$ cat src/rtl/acc_mem_pkg.sv
// acc_mem_pkg: shared state encodings, default widths and parity helper for the accumulator memory (ACC_MEM_PARITY_EN adds parity)
package acc_mem_pkg;
  typedef enum logic {S_INIT, S_IDLE} state_t;
  localparam int DEF_DATA_W = 16;
  localparam int DEF_ADDR_W = 6;
  function automatic logic parity_of(input logic [63:0] d);
    return ^d;
  endfunction
endpackage

$ cat src/rtl/acc_mem_if.sv
// acc_mem_if: request/response bundle between the accumulator controller and its memory (ACC_MEM_PARITY_EN adds parity_error)
interface acc_mem_if import acc_mem_pkg::*; #(parameter int DATA_W = DEF_DATA_W, parameter int ADDR_W = DEF_ADDR_W);
  logic [ADDR_W-1:0] address;
  logic read_enable;
  logic write_enable;
  logic [DATA_W-1:0] write_data;
  logic [DATA_W-1:0] read_data;
  logic read_valid;
  logic mem_ready;
`ifdef ACC_MEM_PARITY_EN
  logic parity_error;
  modport master(output address, read_enable, write_enable, write_data, input read_data, read_valid, mem_ready, parity_error);
  modport slave(input address, read_enable, write_enable, write_data, output read_data, read_valid, mem_ready, parity_error);
`else
  modport master(output address, read_enable, write_enable, write_data, input read_data, read_valid, mem_ready);
  modport slave(input address, read_enable, write_enable, write_data, output read_data, read_valid, mem_ready);
`endif
endinterface

$ cat src/rtl/acc_mem_array.sv
// acc_mem_array: plain 1W/1R storage with registered read; read returns the pre-write word on a same-address collision
module acc_mem_array #(parameter int W = 16, parameter int ADDR_W = 6) (
  input  logic              clk,
  input  logic              we,
  input  logic [ADDR_W-1:0] waddr,
  input  logic [W-1:0]      wdata,
  input  logic [ADDR_W-1:0] raddr,
  output logic [W-1:0]      rdata
);
  logic [W-1:0] mem [2**ADDR_W];
  always_ff @(posedge clk) begin
    if (we) mem[waddr] <= wdata;
    rdata <= mem[raddr];
  end
endmodule

$ cat src/rtl/acc_mem_responder.sv
// acc_mem_responder: cleared-on-reset word memory with 2-stage read pipeline and write-first bypass (ACC_MEM_PARITY_EN adds parity)
module acc_mem_responder import acc_mem_pkg::*; #(
  parameter int DATA_W = DEF_DATA_W,
  parameter int ADDR_W = DEF_ADDR_W,
  parameter logic [DATA_W-1:0] INIT_VALUE = '0
) (
  input logic clk,
  input logic rst,
  acc_mem_if.slave bus
);
`ifdef ACC_MEM_PARITY_EN
  localparam int W = DATA_W + 1;
`else
  localparam int W = DATA_W;
`endif
  state_t state, state_d;
  logic [ADDR_W-1:0] cnt, s1_addr, waddr;
  logic s1_valid, s2_valid, byp, we, wr_req;
  logic [W-1:0] wword, rword, byp_word, s2_word;
  function automatic logic [W-1:0] enc(input logic [DATA_W-1:0] d);
`ifdef ACC_MEM_PARITY_EN
    return {parity_of(64'(d)), d};
`else
    return d;
`endif
  endfunction
  always_comb begin
    bus.mem_ready = state == S_IDLE;
    wr_req = bus.mem_ready && bus.write_enable;
    state_d = (state == S_INIT && &cnt) ? S_IDLE : state;
    we = !rst && (state == S_INIT || wr_req);
    waddr = state == S_INIT ? cnt : bus.address;
    wword = enc(state == S_INIT ? INIT_VALUE : bus.write_data);
    s2_word = byp ? byp_word : rword;
  end
  always_ff @(posedge clk) state <= rst ? S_INIT : state_d;
  // byp catches a write landing on the edge the array reads the stage-1 address
  always_ff @(posedge clk) begin
    if (rst) begin
      cnt <= '0;
      s1_valid <= 1'b0;
      s2_valid <= 1'b0;
      byp <= 1'b0;
      bus.read_valid <= 1'b0;
      bus.read_data <= '0;
`ifdef ACC_MEM_PARITY_EN
      bus.parity_error <= 1'b0;
`endif
    end else begin
      cnt <= state == S_INIT ? cnt + 1'b1 : cnt;
      s1_valid <= bus.mem_ready && bus.read_enable && !bus.write_enable;
      s1_addr <= bus.address;
      s2_valid <= s1_valid;
      byp <= wr_req && bus.address == s1_addr;
      byp_word <= wword;
      bus.read_valid <= s2_valid;
      if (s2_valid) bus.read_data <= s2_word[DATA_W-1:0];
`ifdef ACC_MEM_PARITY_EN
      bus.parity_error <= s2_valid && (parity_of(64'(s2_word[DATA_W-1:0])) != s2_word[DATA_W]);
`endif
    end
  end
  acc_mem_array #(.W(W), .ADDR_W(ADDR_W)) u_array (
    .clk(clk), .we(we), .waddr(waddr), .wdata(wword), .raddr(s1_addr), .rdata(rword)
  );
endmodule

$ cat src/flat_wrapper.sv
// flat-port wrapper written by rule: the top's interface ports become plain ports
module acc_mem_responder_flat import acc_mem_pkg::*;
#(
  parameter int DATA_W = DEF_DATA_W,
  parameter int ADDR_W = DEF_ADDR_W,
  parameter logic [DATA_W-1:0] INIT_VALUE = '0
)
  (clk, rst, bus_address, bus_read_enable, bus_write_enable, bus_write_data, bus_read_data, bus_read_valid, bus_mem_ready);
  acc_mem_if #(.DATA_W(DATA_W), .ADDR_W(ADDR_W)) bus_i ();
  input logic clk;
  input logic rst;
  input wire logic [$bits(bus_i.address)-1:0] bus_address;
  input wire logic [$bits(bus_i.read_enable)-1:0] bus_read_enable;
  input wire logic [$bits(bus_i.write_enable)-1:0] bus_write_enable;
  input wire logic [$bits(bus_i.write_data)-1:0] bus_write_data;
  output wire logic [$bits(bus_i.read_data)-1:0] bus_read_data;
  output wire logic [$bits(bus_i.read_valid)-1:0] bus_read_valid;
  output wire logic [$bits(bus_i.mem_ready)-1:0] bus_mem_ready;
  assign bus_i.address = bus_address;
  assign bus_i.read_enable = bus_read_enable;
  assign bus_i.write_enable = bus_write_enable;
  assign bus_i.write_data = bus_write_data;
  assign bus_read_data = bus_i.read_data;
  assign bus_read_valid = bus_i.read_valid;
  assign bus_mem_ready = bus_i.mem_ready;
  acc_mem_responder #(.DATA_W(DATA_W), .ADDR_W(ADDR_W), .INIT_VALUE(INIT_VALUE)) u_core (.clk(clk), .rst(rst), .bus(bus_i));
endmodule
$ cat config.mk
export PLATFORM = sky130hd
export DESIGN_NAME = acc_mem_responder_flat
export DESIGN_NICKNAME = d
export VERILOG_FILES = /design/src/rtl/acc_mem_pkg.sv /design/src/rtl/acc_mem_if.sv /design/src/rtl/acc_mem_array.sv /design/src/rtl/acc_mem_responder.sv /design/src/flat_wrapper.sv
export SDC_FILE = /design/constraint.sdc
export NUM_CORES = 1
export LEC_CHECK = 0
export CORE_ASPECT_RATIO = 2
export CORE_MARGIN = 3
export CORE_UTILIZATION = 30
export DETAILED_ROUTE_END_ITERATION = 10
export PLACE_DENSITY = 0.5
export SYNTH_ARGS = -nofsm -noshare
export SYNTH_HDL_FRONTEND = slang
export SYNTH_SLANG_ARGS = --single-unit
$ cat constraint.sdc
create_clock -name clk -period 5.6 [get_ports clk]
set_input_delay 0.84 -clock clk [delete_from_list [all_inputs] [get_ports clk]]
set_output_delay 0.84 -clock clk [all_outputs]
set_load 0.05 [all_outputs]
# Word level (Yosys, flattened, before mapping)
# Memories as Yosys holds them, arrays and structs flattened. A register that Yosys moved wholly into a read port is not among the register bits.
# Index checks and enable logic that the tools add are counted.
[op_classes]
n_addsub = 1
eq_ne = 1
muxes = 5
bitwise = 1
reduce_logical = 10
[ops]
columns = ["cell", "n"]
rows = [
  ["$mux W16", 2],
  ["$add A6 B1 Y6 const B", 1],
  ["$eq A6 B6 Y1", 1],
  ["$logic_and A1 B1 Y1", 6],
  ["$mux W6", 1],
  ["$reduce_and A6 Y1", 1],
  ["$logic_not A1 Y1", 2],
  ["$mux W1", 2],
  ["$logic_or A1 B1 Y1", 1],
  ["$not A1 Y1", 1],
]
[totals]
reg_bits = 49
ramBits = 1024
input_bits = 26
output_inout_bits = 18
memories = 1
[memory_table]
columns = ["memory", "words", "word_bits", "read_ports", "rd_ports_with_merged_regs", "wr", "line", "source"]
rows = [
  ["u_core.u_array.mem", 64, 16, 1, 1, 1, "acc_mem_array.sv:10", "logic [W-1:0] mem [2**ADDR_W];"],
]

# Logic depth before layout (Yosys ltp)
# Gate-level depths: netlist (run 1).
[logic_depth]
depth_word = 5
depth_mapped = 10
depth_no_buf = 5

# Modules after synthesis
# Synthesis (run 1) repeated with hierarchy kept, for this count alone.
[hier_totals]
cells_unflattened = 1996
hier_area_um2 = 42057.8
[modules_own_cells]
columns = ["module", "n_inst", "cells_each", "area_per_inst_um2", "seq_area_each_um2"]
rows = [
  ["acc_mem_array", 1, 1829, 40042.2, 31069.8],
  ["acc_mem_responder", 1, 167, 2015.7, 1201.2],
]

# Worst setup path before layout (run 1)
# No wires, ideal clock.
[synth_timing]
path_kind = "flip-flop to flip-flop"
start = "register u_core.state (netlist: u_core.bus.mem_ready)"
end = "memory u_core.u_array.mem[45][0] (enable)"
setup_ns = 0.388
t_arrival_ns = 2.653
slack_ns = 2.559
path_stages_with_launch = 6
n_path_buf = 1
synth_period_minus_slack_ns = 3.041
path_cell_list = "dfxtp_1 clkbuf_1 mux2_2 a2111oi_0 nand2_1 nor2_1"
[synth_between]
elab_chain_len = 5
word_cells_on_any_way = 7
[synth_lines]
columns = ["item", "line", "source"]
rows = [
  ["start: declaration", "acc_mem_responder.sv:16", "state_t state, state_d;"],
  ["start signal: assignment", "acc_mem_responder.sv:36", "always_ff @(posedge clk) state <= rst ? S_INIT : state_d;"],
  ["$logic_and A1 B1 Y1 / $not A1 Y1 (equally long branches)", "acc_mem_responder.sv:29, acc_mem_responder.sv:31", ""],
  ["$logic_or A1 B1 Y1", "acc_mem_responder.sv:31", "we = !rst && (state == S_INIT || wr_req);"],
  ["$logic_and A1 B1 Y1", "acc_mem_responder.sv:31", ""],
  ["$mux W1", "acc_mem_array.sv:12", "if (we) mem[waddr] <= wdata;"],
  ["$mux W1 (not written as such)", "acc_mem_array.sv:12", ""],
  ["end: declaration", "acc_mem_array.sv:10", ""],
]
# Several ways; a longest one is shown, not always the timed one.

==> results of run 1 <==
[sequential cells by signal, indices dropped and copies added (netlist names)]
name,count
u_core.s1_addr,6
u_core.bus.mem_ready,1
u_core.byp,1
u_core.cnt,6
u_core.s2_valid,1
u_core.s1_valid,1
u_core.u_array.mem,1024
u_core.bus.read_data,16
u_core.bus.read_valid,1
u_core.u_array.rdata,16
u_core.byp_word,16
[metrics by stage]
step | cells | setup WS (ns) | hold WS, ns | utilization, % | cell area, sq um
2_1_floorplan | 1927 | 2.56 | 0.414 | - | 41800
3_3_place_gp | 3823 | 1.49 | 0.449 | 32.4 | 44900
3_5_place_dp | 3823 | 1.59 | 0.438 | 32.4 | 44900
4_1_cts | 3979 | 2.05 | 0.455 | 34.4 | 47700
5_1_grt | 3980 | 1.76 | 0.464 | 34.4 | 47700
6_report | 3982 | 1.99 | 0.446 | 34.4 | 47700
[worst min-delay path by stage]
stage                               startpoint                         end  cells past startpoint
floorplan           u_core.s1_valid$_SDFF_PP0_  u_core.s2_valid$_SDFF_PP0_                      1
global placement    u_core.s1_valid$_SDFF_PP0_  u_core.s2_valid$_SDFF_PP0_                      1
detailed placement  u_core.s1_valid$_SDFF_PP0_  u_core.s2_valid$_SDFF_PP0_                      1
CTS                 u_core.s1_valid$_SDFF_PP0_  u_core.s2_valid$_SDFF_PP0_                      1
global route        u_core.s1_valid$_SDFF_PP0_  u_core.s2_valid$_SDFF_PP0_                      1
finish              u_core.s1_valid$_SDFF_PP0_  u_core.s2_valid$_SDFF_PP0_                      1
[cells by family after synthesis]
| logic type | count (synthesis) |
|---|---|
| simple gates | 212 |
| xor+xnor | 11 |
| buf+inv | 112 |
| compound gates | 160 |
| mux | 342 |
| flops | 1089 |
| fa+ha+maj | 1 |
[layer usage]
| layer | vias to the layer above | GRT usage, % | share of wire (%) | routed length [microns] |
|---|---|---|---|---|
| li1 | 8283 | - | - | - |
| met1 | 10600 | 16.9 | 36 | 40100 |
| met2 | 469 | 28.5 | 55 | 60500 |
| met3 | 164 | 1.71 | 3.3 | 3620 |
| met4 | 0 | 7.66 | 5.4 | 5970 |
| met5 | - | 0 | 0 | 0 |
[power by group through the flow]
| stage | clock (mW) | combinational [mW] | sequential [mW] |
|---|---|---|---|
| final | 6.20 | 0.952 | 8.86 |
| after global placement | 0 | 0.973 | 9.04 |
| after detailed placement | 0 | 0.975 | 9.04 |
| after CTS | 6.38 | 0.978 | 8.86 |
| after floorplan | 0 | 0.619 | 9.03 |
| after global routing | 6.63 | 1.01 | 8.86 |
[layout make-up]
| class | instances | area [sq um] | area share (%) |
|---|---|---|---|
| well taps | 1852 | 2320 | 4.86 |
| inverters | 5 | 18.8 | 0.0394 |
| flip-flops and latches | 1089 | 32300 | 67.7 |
| clock buffers | 104 | 2240 | 4.70 |
| diodes | 3 | 7.51 | 0.0158 |
| clock inverters | 52 | 546 | 1.14 |
| repair buffers | 151 | 1300 | 2.74 |
| multi-input cells | 726 | 8960 | 18.8 |
[Yosys cell counts, drive strengths merged, types with 10 or more instances]
master	number	area, sq um
dfxtp	43	861
a211oi	31	233
nand2b	10	62.6
mux4	272	6180
nand2	25	93.8
o21ai	55	275
edfxtp	1046	31400
and2	16	100
clkbuf	40	150
o22ai	19	119
mux2i	63	631
or3	11	68.8
buf	67	438
a21oi	30	150
nor3	12	60.1
nor2	118	443
==> impl_metrics.sql, run 1 <==
INSERT INTO impl_metrics (metric_group, metric, value, unit) VALUES
('place', 'total_half_perimeter_wirelength_after_legalization_and_detailed_placement', '69.6', 'mm'),
('yosys', 'synth_area_in_simple_gates', '2.26', '%'),
('clock_tree', 'clk_pin_slew_worst_paths', '0.07', 'ns'),
('pwr', 'power.combinational.fraction', '5.9', '%'),
('yosys', 'postSynthAreaPerCell', '21.7', 'sq um'),
('global_routing', 'grt_pass1_vias', '20900', ''),
('floorplan', 'core.rowCount', '193', ''),
('timing', 'finalCritPeriodShare', '64.4', '%'),
('pwr', 'pwr-share-seq', '55.3', '%'),
('drt', 'dr.first_iter.drc_count', '1549', ''),
('setup_path', 'crit_slowest_cell', 'o21ai_0', ''),
('setup_path', 'critical-path-max-stage-delay', '0.68', 'ns'),
('final_layout', 'layout_commonest_cell', 'edfxtp_1', ''),
('pwr', 'power.switching', '3.48', 'mW'),
('timing', 'max_slew.worst_pin.slew', '1.23', 'ns'),
('yosys', 'synth_area_in_xor_xnor', '0.230', '%'),
('setup_path', 'cp_top_family', 'buffers and inverters', ''),
('setup_path', 'timing.critical_path.mode_cell', 'buf_4', ''),
('floorplan', 'dieHeight', '534', 'microns'),
('timing', 'maxClockFrequency', '0.277', 'GHz'),
('final_layout', 'drive_gt1_share', '24.3', '%'),
('drt', 'drc', '0', ''),
('setup_path', 'cp_cell_sequence', 'buf_12 > buf_4 > buf_4 > mux4_2 > mux2i_1 > a21oi_1 > o21ai_0 > o21ai_1', ''),
('worst_hold_path', 'hp-class', 'reg2reg', ''),
('yosys', 'synth_top_family_by_area', 'multiplexers', ''),
('drt', 'drt.antenna.violating_nets', '0', ''),
('global_routing', 'grt_antenna_before_repair', '3', ''),
('clock_tree', 'clock_root_cell', 'clkbuf_16', ''),
('pwr', 'power.static_leakage', '15.6', 'nW'),
('floorplan', 'starting_utilization_of_the_core_area', '30.2', '%'),
('clock_tree', 'cts_made_buffers', '85', ''),
('yosys', 'syn-num-nets', '1954', ''),
('setup_path', 'critPathKind', 'reg2reg', ''),
('place', 'gp_congestion', '0.863', ''),
('floorplan', 'die_w', '270', 'microns'),
('timing', 'timing.clock.skew', '0.0243', 'ns'),
('global_routing', 'grtUsageTotal', '15.2', '%'),
('clock_tree', 'cts_hold_buf', '0', ''),
('setup_path', 'capturing_element_of_the_worst_setup_path', 'u_core.u_array.rdata[9]$_DFF_P_', ''),
('timing', 'setup_violations', '0', ''),
('clock_tree', 'cts_max_path_buffers', '3', ''),
('setup_path', 'worstReg2RegEnd', 'u_core.u_array.rdata[9]$_DFF_P_', ''),
('global_routing', 'grt_pass1_wl', '158', 'mm'),
('setup_path', 'critical_path_source', 'u_core.s1_addr[1]$_DFFE_PN_', ''),
('yosys', 'synth_compound_area_share', '2.35', '%'),
('yosys', 'synth.area.mux_share', '16.5', '%'),
('pwr', 'internal-power', '12.5', 'mW'),
('run_status', 'outcome', 'finished clean', ''),
('setup_path', 'critical_path.reg2reg.startpoint', 'u_core.s1_addr[1]$_DFFE_PN_', ''),
('pwr', 'post-layout-total-power', '16.0', 'mW'),
('yosys', 'post_synth_fa_ha_maj_area_fraction', '0.0299', '%'),
('floorplan', 'die_area', '144000', 'sq um'),
('final_layout', 'layout.cells.most_common_list', 'edfxtp_1 (1046), mux4_2 (258), nor2_1 (116)', ''),
('place', 'place.port_buffers', '43', ''),
('pwr', 'powerDensity', '336', 'nW/um^2'),
('yosys', 'post_synth_num_cell_types', '46', ''),
('yosys', 'synthCells', '1927', ''),
('timing', 'tns', '0', 'ns'),
('yosys', 'yosys_warnings', '0', ''),
('drt', 'detail_route.vias_per_cell', '4.90', ''),
('final_layout', 'filler_cell_count', '12900', ''),
('setup_path', 'critPathRequiredTime', '6.12', 'ns'),
('clock_tree', 'postCtsResizedCells', '0', ''),
('clock_tree', 'cts_post_setup_buffers_inserted', '0', ''),
('drt', 'totalWireLength', '110', 'mm'),
('setup_path', 'cp.buffers_inverters', '3', ''),
('yosys', 'async_reset_ff_share', '0', '%'),
('yosys', 'mapped_cell_area', '41800', 'sq um'),
('floorplan', 'boundaryPins', '44', ''),
('timing', 'final_max_slew_viol_count', '0', ''),
('yosys', 'synth_seq_cells', '1089', '');
(Power assumes the default switching activity.)
==> inputs of run 2 (changes only) <==
--- a/config.mk
+++ b/config.mk
@@ -9,7 +9,7 @@
 export CORE_MARGIN = 3
 export CORE_UTILIZATION = 30
 export DETAILED_ROUTE_END_ITERATION = 10
-export PLACE_DENSITY = 0.5
+export PLACE_DENSITY = 0.52
 export SYNTH_ARGS = -nofsm -noshare
 export SYNTH_HDL_FRONTEND = slang
 export SYNTH_SLANG_ARGS = --single-unit
==> constraint.sdc (replaced) <==
create_clock -name clk -period 3.2 [get_ports clk]
set_input_delay 0.48 -clock clk [delete_from_list [all_inputs] [get_ports clk]]
set_output_delay 0.48 -clock clk [all_outputs]
set_load 0.05 [all_outputs]
==> run 2 against run 1 <==
Combinational power grew 86%; worst hold slack worse by 0.014 ns; largest cell class unchanged; setup slack lost 1.9 ns; fmax is 17% higher; sequential share of layout area is 1.8 points lower; register-to-register slack got worse by 1.9 ns; critical endpoint is now u_core.u_array.mem[44][8]$_DFFE_PP_; die area unchanged; cell count grew 1.7%.
==> impl_metrics.sql, run 2 (same netlist as run 1, synthesis figures left out) <==
INSERT INTO impl_metrics (metric_group, metric, value, unit) VALUES
('place', 'gp_congestion', '0.841', ''),
('final_layout', 'largest_reg_flops', '1024', ''),
('global_routing', 'grt_pass1_vias', '21300', ''),
('global_routing', 'grtUsageTotal', '15.4', '%'),
('timing', 'timing.clock.skew', '0.0239', 'ns'),
('floorplan', 'boundaryPins', '44', ''),
('pwr', 'swShare', '21.4', '%'),
('global_routing', 'largest_net_degree_at_the_start_of_global_routing', '69', ''),
('run_status', 'outcome', 'finished clean', ''),
('final_layout', 'final_cell_count_no_fill', '4050', ''),
('drt', 'detail_route.wl_per_cell', '27.4', 'microns'),
('timing', 'max_slew.worst_pin.slew', '1.04', 'ns'),
('floorplan', 'die_area', '144000', 'sq um'),
('clock_tree', 'cts_post_setup_buffers_inserted', '0', ''),
('drt', 'first_pass_iters', '5', ''),
('drt', 'drc', '0', ''),
('place', 'dp.cells', '3887', ''),
('pwr', 'power.static_leakage', '16.1', 'nW'),
('clock_tree', 'cts_made_buffers', '88', ''),
('timing', 'final_max_slew_viol_count', '0', ''),
('final_layout', 'final_core_utilization', '35.4', '%'),
('drt', 'dr.first_iter.drc_count', '1550', ''),
('setup_path', 'critPathKind', 'reg2reg', ''),
('clock_tree', 'cts_max_path_buffers', '3', ''),
('drt', 'drt.antenna.violating_nets', '0', ''),
('drt', 'detail_route.vias_per_cell', '4.91', ''),
('global_routing', 'grt-ovfl-total', '0', ''),
('timing', 'timing.slew.headroom', '28.5', '%'),
('pwr', 'power.share.clock', '39.8', '%'),
('setup_path', 'critPathMaxFanout', '16', ''),
('final_layout', 'fin_nets', '2152', ''),
('worst_hold_path', 'hp-class', 'in2reg', ''),
('pwr', 'internal-power', '22.5', 'mW'),
('setup_path', 'setup.worst_path.end_class', 'flip-flop', ''),
('timing', 'rsz0062_at_grt', 'false', ''),
('place', 'total_half_perimeter_wirelength_after_legalization_and_detailed_placement', '70.5', 'mm'),
('timing', 'finalCritPeriodShare', '96.3', '%'),
('setup_path', 'critPathRequiredTime', '3.57', 'ns'),
('final_layout', 'area_growth_synth_to_finish', '17.1', '%'),
('timing', 'whs', '0.432', 'ns'),
('setup_path', 'crit_path_start_kind', 'flip-flop', ''),
('clock_tree', 'clk_pin_slew_worst_paths', '0.07', 'ns'),
('final_layout', 'layout_commonest_cell', 'edfxtp_1', ''),
('drt', 'num_vias', '19900', ''),
('place', 'place_area', '46000', 'sq um'),
('final_layout', 'layout.cells.most_common_list', 'edfxtp_1 (1046), mux4_2 (258), nor2_1 (118)', ''),
('floorplan', 'core.rowCount', '193', ''),
('floorplan', 'dieHeight', '534', 'microns'),
('pwr', 'peakVddDrop', '0.346', 'mV'),
('place', 'place.port_buffers', '43', ''),
('setup_path', 'critical_path_arrival', '3.45', 'ns'),
('final_layout', 'drive_gt1_share', '26.4', '%'),
('final_layout', 'stdcell_area', '49000', 'sq um'),
('timing', 'setup_violations', '0', ''),
('floorplan', 'starting_utilization_of_the_core_area', '30.2', '%'),
('drt', 'totalWireLength', '111', 'mm'),
('pwr', 'pwr-share-seq', '54.1', '%'),
('global_routing', 'grt_antenna_before_repair', '3', ''),
('setup_path', 'reg2reg_slack', '0.12', 'ns'),
('timing', 'maxClockFrequency', '0.324', 'GHz'),
('clock_tree', 'cts_tree', 'built', ''),
('timing', 'fin_crit', '3.08', 'ns'),
('timing', 'tns', '0', 'ns'),
('flow_run', 'cap_viol_max_count', '0', ''),
('pwr', 'power.switching', '6.15', 'mW'),
('clock_tree', 'clock_latency_on_the_worst_skew_pair', '0.68', 'ns'),
('timing', 'timing.final.hold_violations', '0', ''),
('final_layout', 'max_flop_register', 'u_core.u_array.mem', ''),
('clock_tree', 'numClockSinks', '1089', ''),
('clock_tree', 'clock_root_cell', 'clkbuf_16', ''),
('floorplan', 'die_w', '270', 'microns'),
('pwr', 'power.combinational.fraction', '6.2', '%'),
('pwr', 'powerDensity', '586', 'nW/um^2'),
('clock_tree', 'htreeDepth', '3', ''),
('floorplan', 'floorplan.core_area', '138000', 'sq um'),
('global_routing', 'grt_pass1_wl', '160', 'mm');
==> run 2: power by group through the flow <==
| stage | combinational [mW] | sequential [mW] | clock (mW) |
|---|---|---|---|
| after CTS | 1.82 | 15.5 | 11.7 |
| after global routing | 1.86 | 15.5 | 12.2 |
| final | 1.77 | 15.5 | 11.4 |
| after floorplan | 1.08 | 15.8 | 0 |
| after global placement | 1.81 | 15.8 | 0 |
| after detailed placement | 1.82 | 15.8 | 0 |
==> run 2: final cells by class <==
type,count,area [sq um]
multi-input cells,726,8950
fillers,12700,89400
flip-flops and latches,1089,32300
diodes,3,7.51
clock buffers,108,2340
clock inverters,52,631
repair buffers,215,2420
inverters,5,18.8
well taps,1852,2320
==> run 2: routing by layer <==
metal,vias up,part of all wire [%],global-route usage [%]
li1,8413,-,-
met2,529,57,29.9
met1,10800,35,16.4
met4,2,5.1,7.12
met5,-,0.012,0
met3,186,3.6,1.94
==> run 2: repair_timing <==
item | CTS | global route
setup endpoints to repair | 0 | 1
hold buffers | 0 | 0
gates resized for setup | 0 | 1
==> run 2: critical path, cell delays in order (launching register included) <==
cell and delay [ns]:
dfxtp_1 0.64, mux2_2 0.44, a2111oi_0 0.89, buf_4 0.26, nand2_1 0.10, nor2_1 0.24, buf_12 0.20
==> run 2: worst paths after layout <==
| path | from | endpoint | cells after the start |
|---|---|---|---|
| worst max-delay path | u_core.bus.mem_ready$_SDFFE_PP0P_ | u_core.u_array.mem[44][8]$_DFFE_PP_ | 6 |
| worst min-delay path | bus_read_enable | u_core.s1_valid$_SDFF_PP0_ | 2 |
| worst max register to register | u_core.bus.mem_ready$_SDFFE_PP0P_ | u_core.u_array.mem[44][8]$_DFFE_PP_ | 6 |
| worst min register to register | u_core.s1_valid$_SDFF_PP0_ | u_core.s2_valid$_SDFF_PP0_ | 1 |
==> run 2: metrics by stage <==
step           power, mW  setup slack [ns]
2_1_floorplan       16.9             0.159
3_3_place_gp        17.6            -0.186
3_5_place_dp        17.6           -0.0912
4_1_cts             29.0             0.133
5_1_grt             29.6             0.131
6_report            28.7             0.118
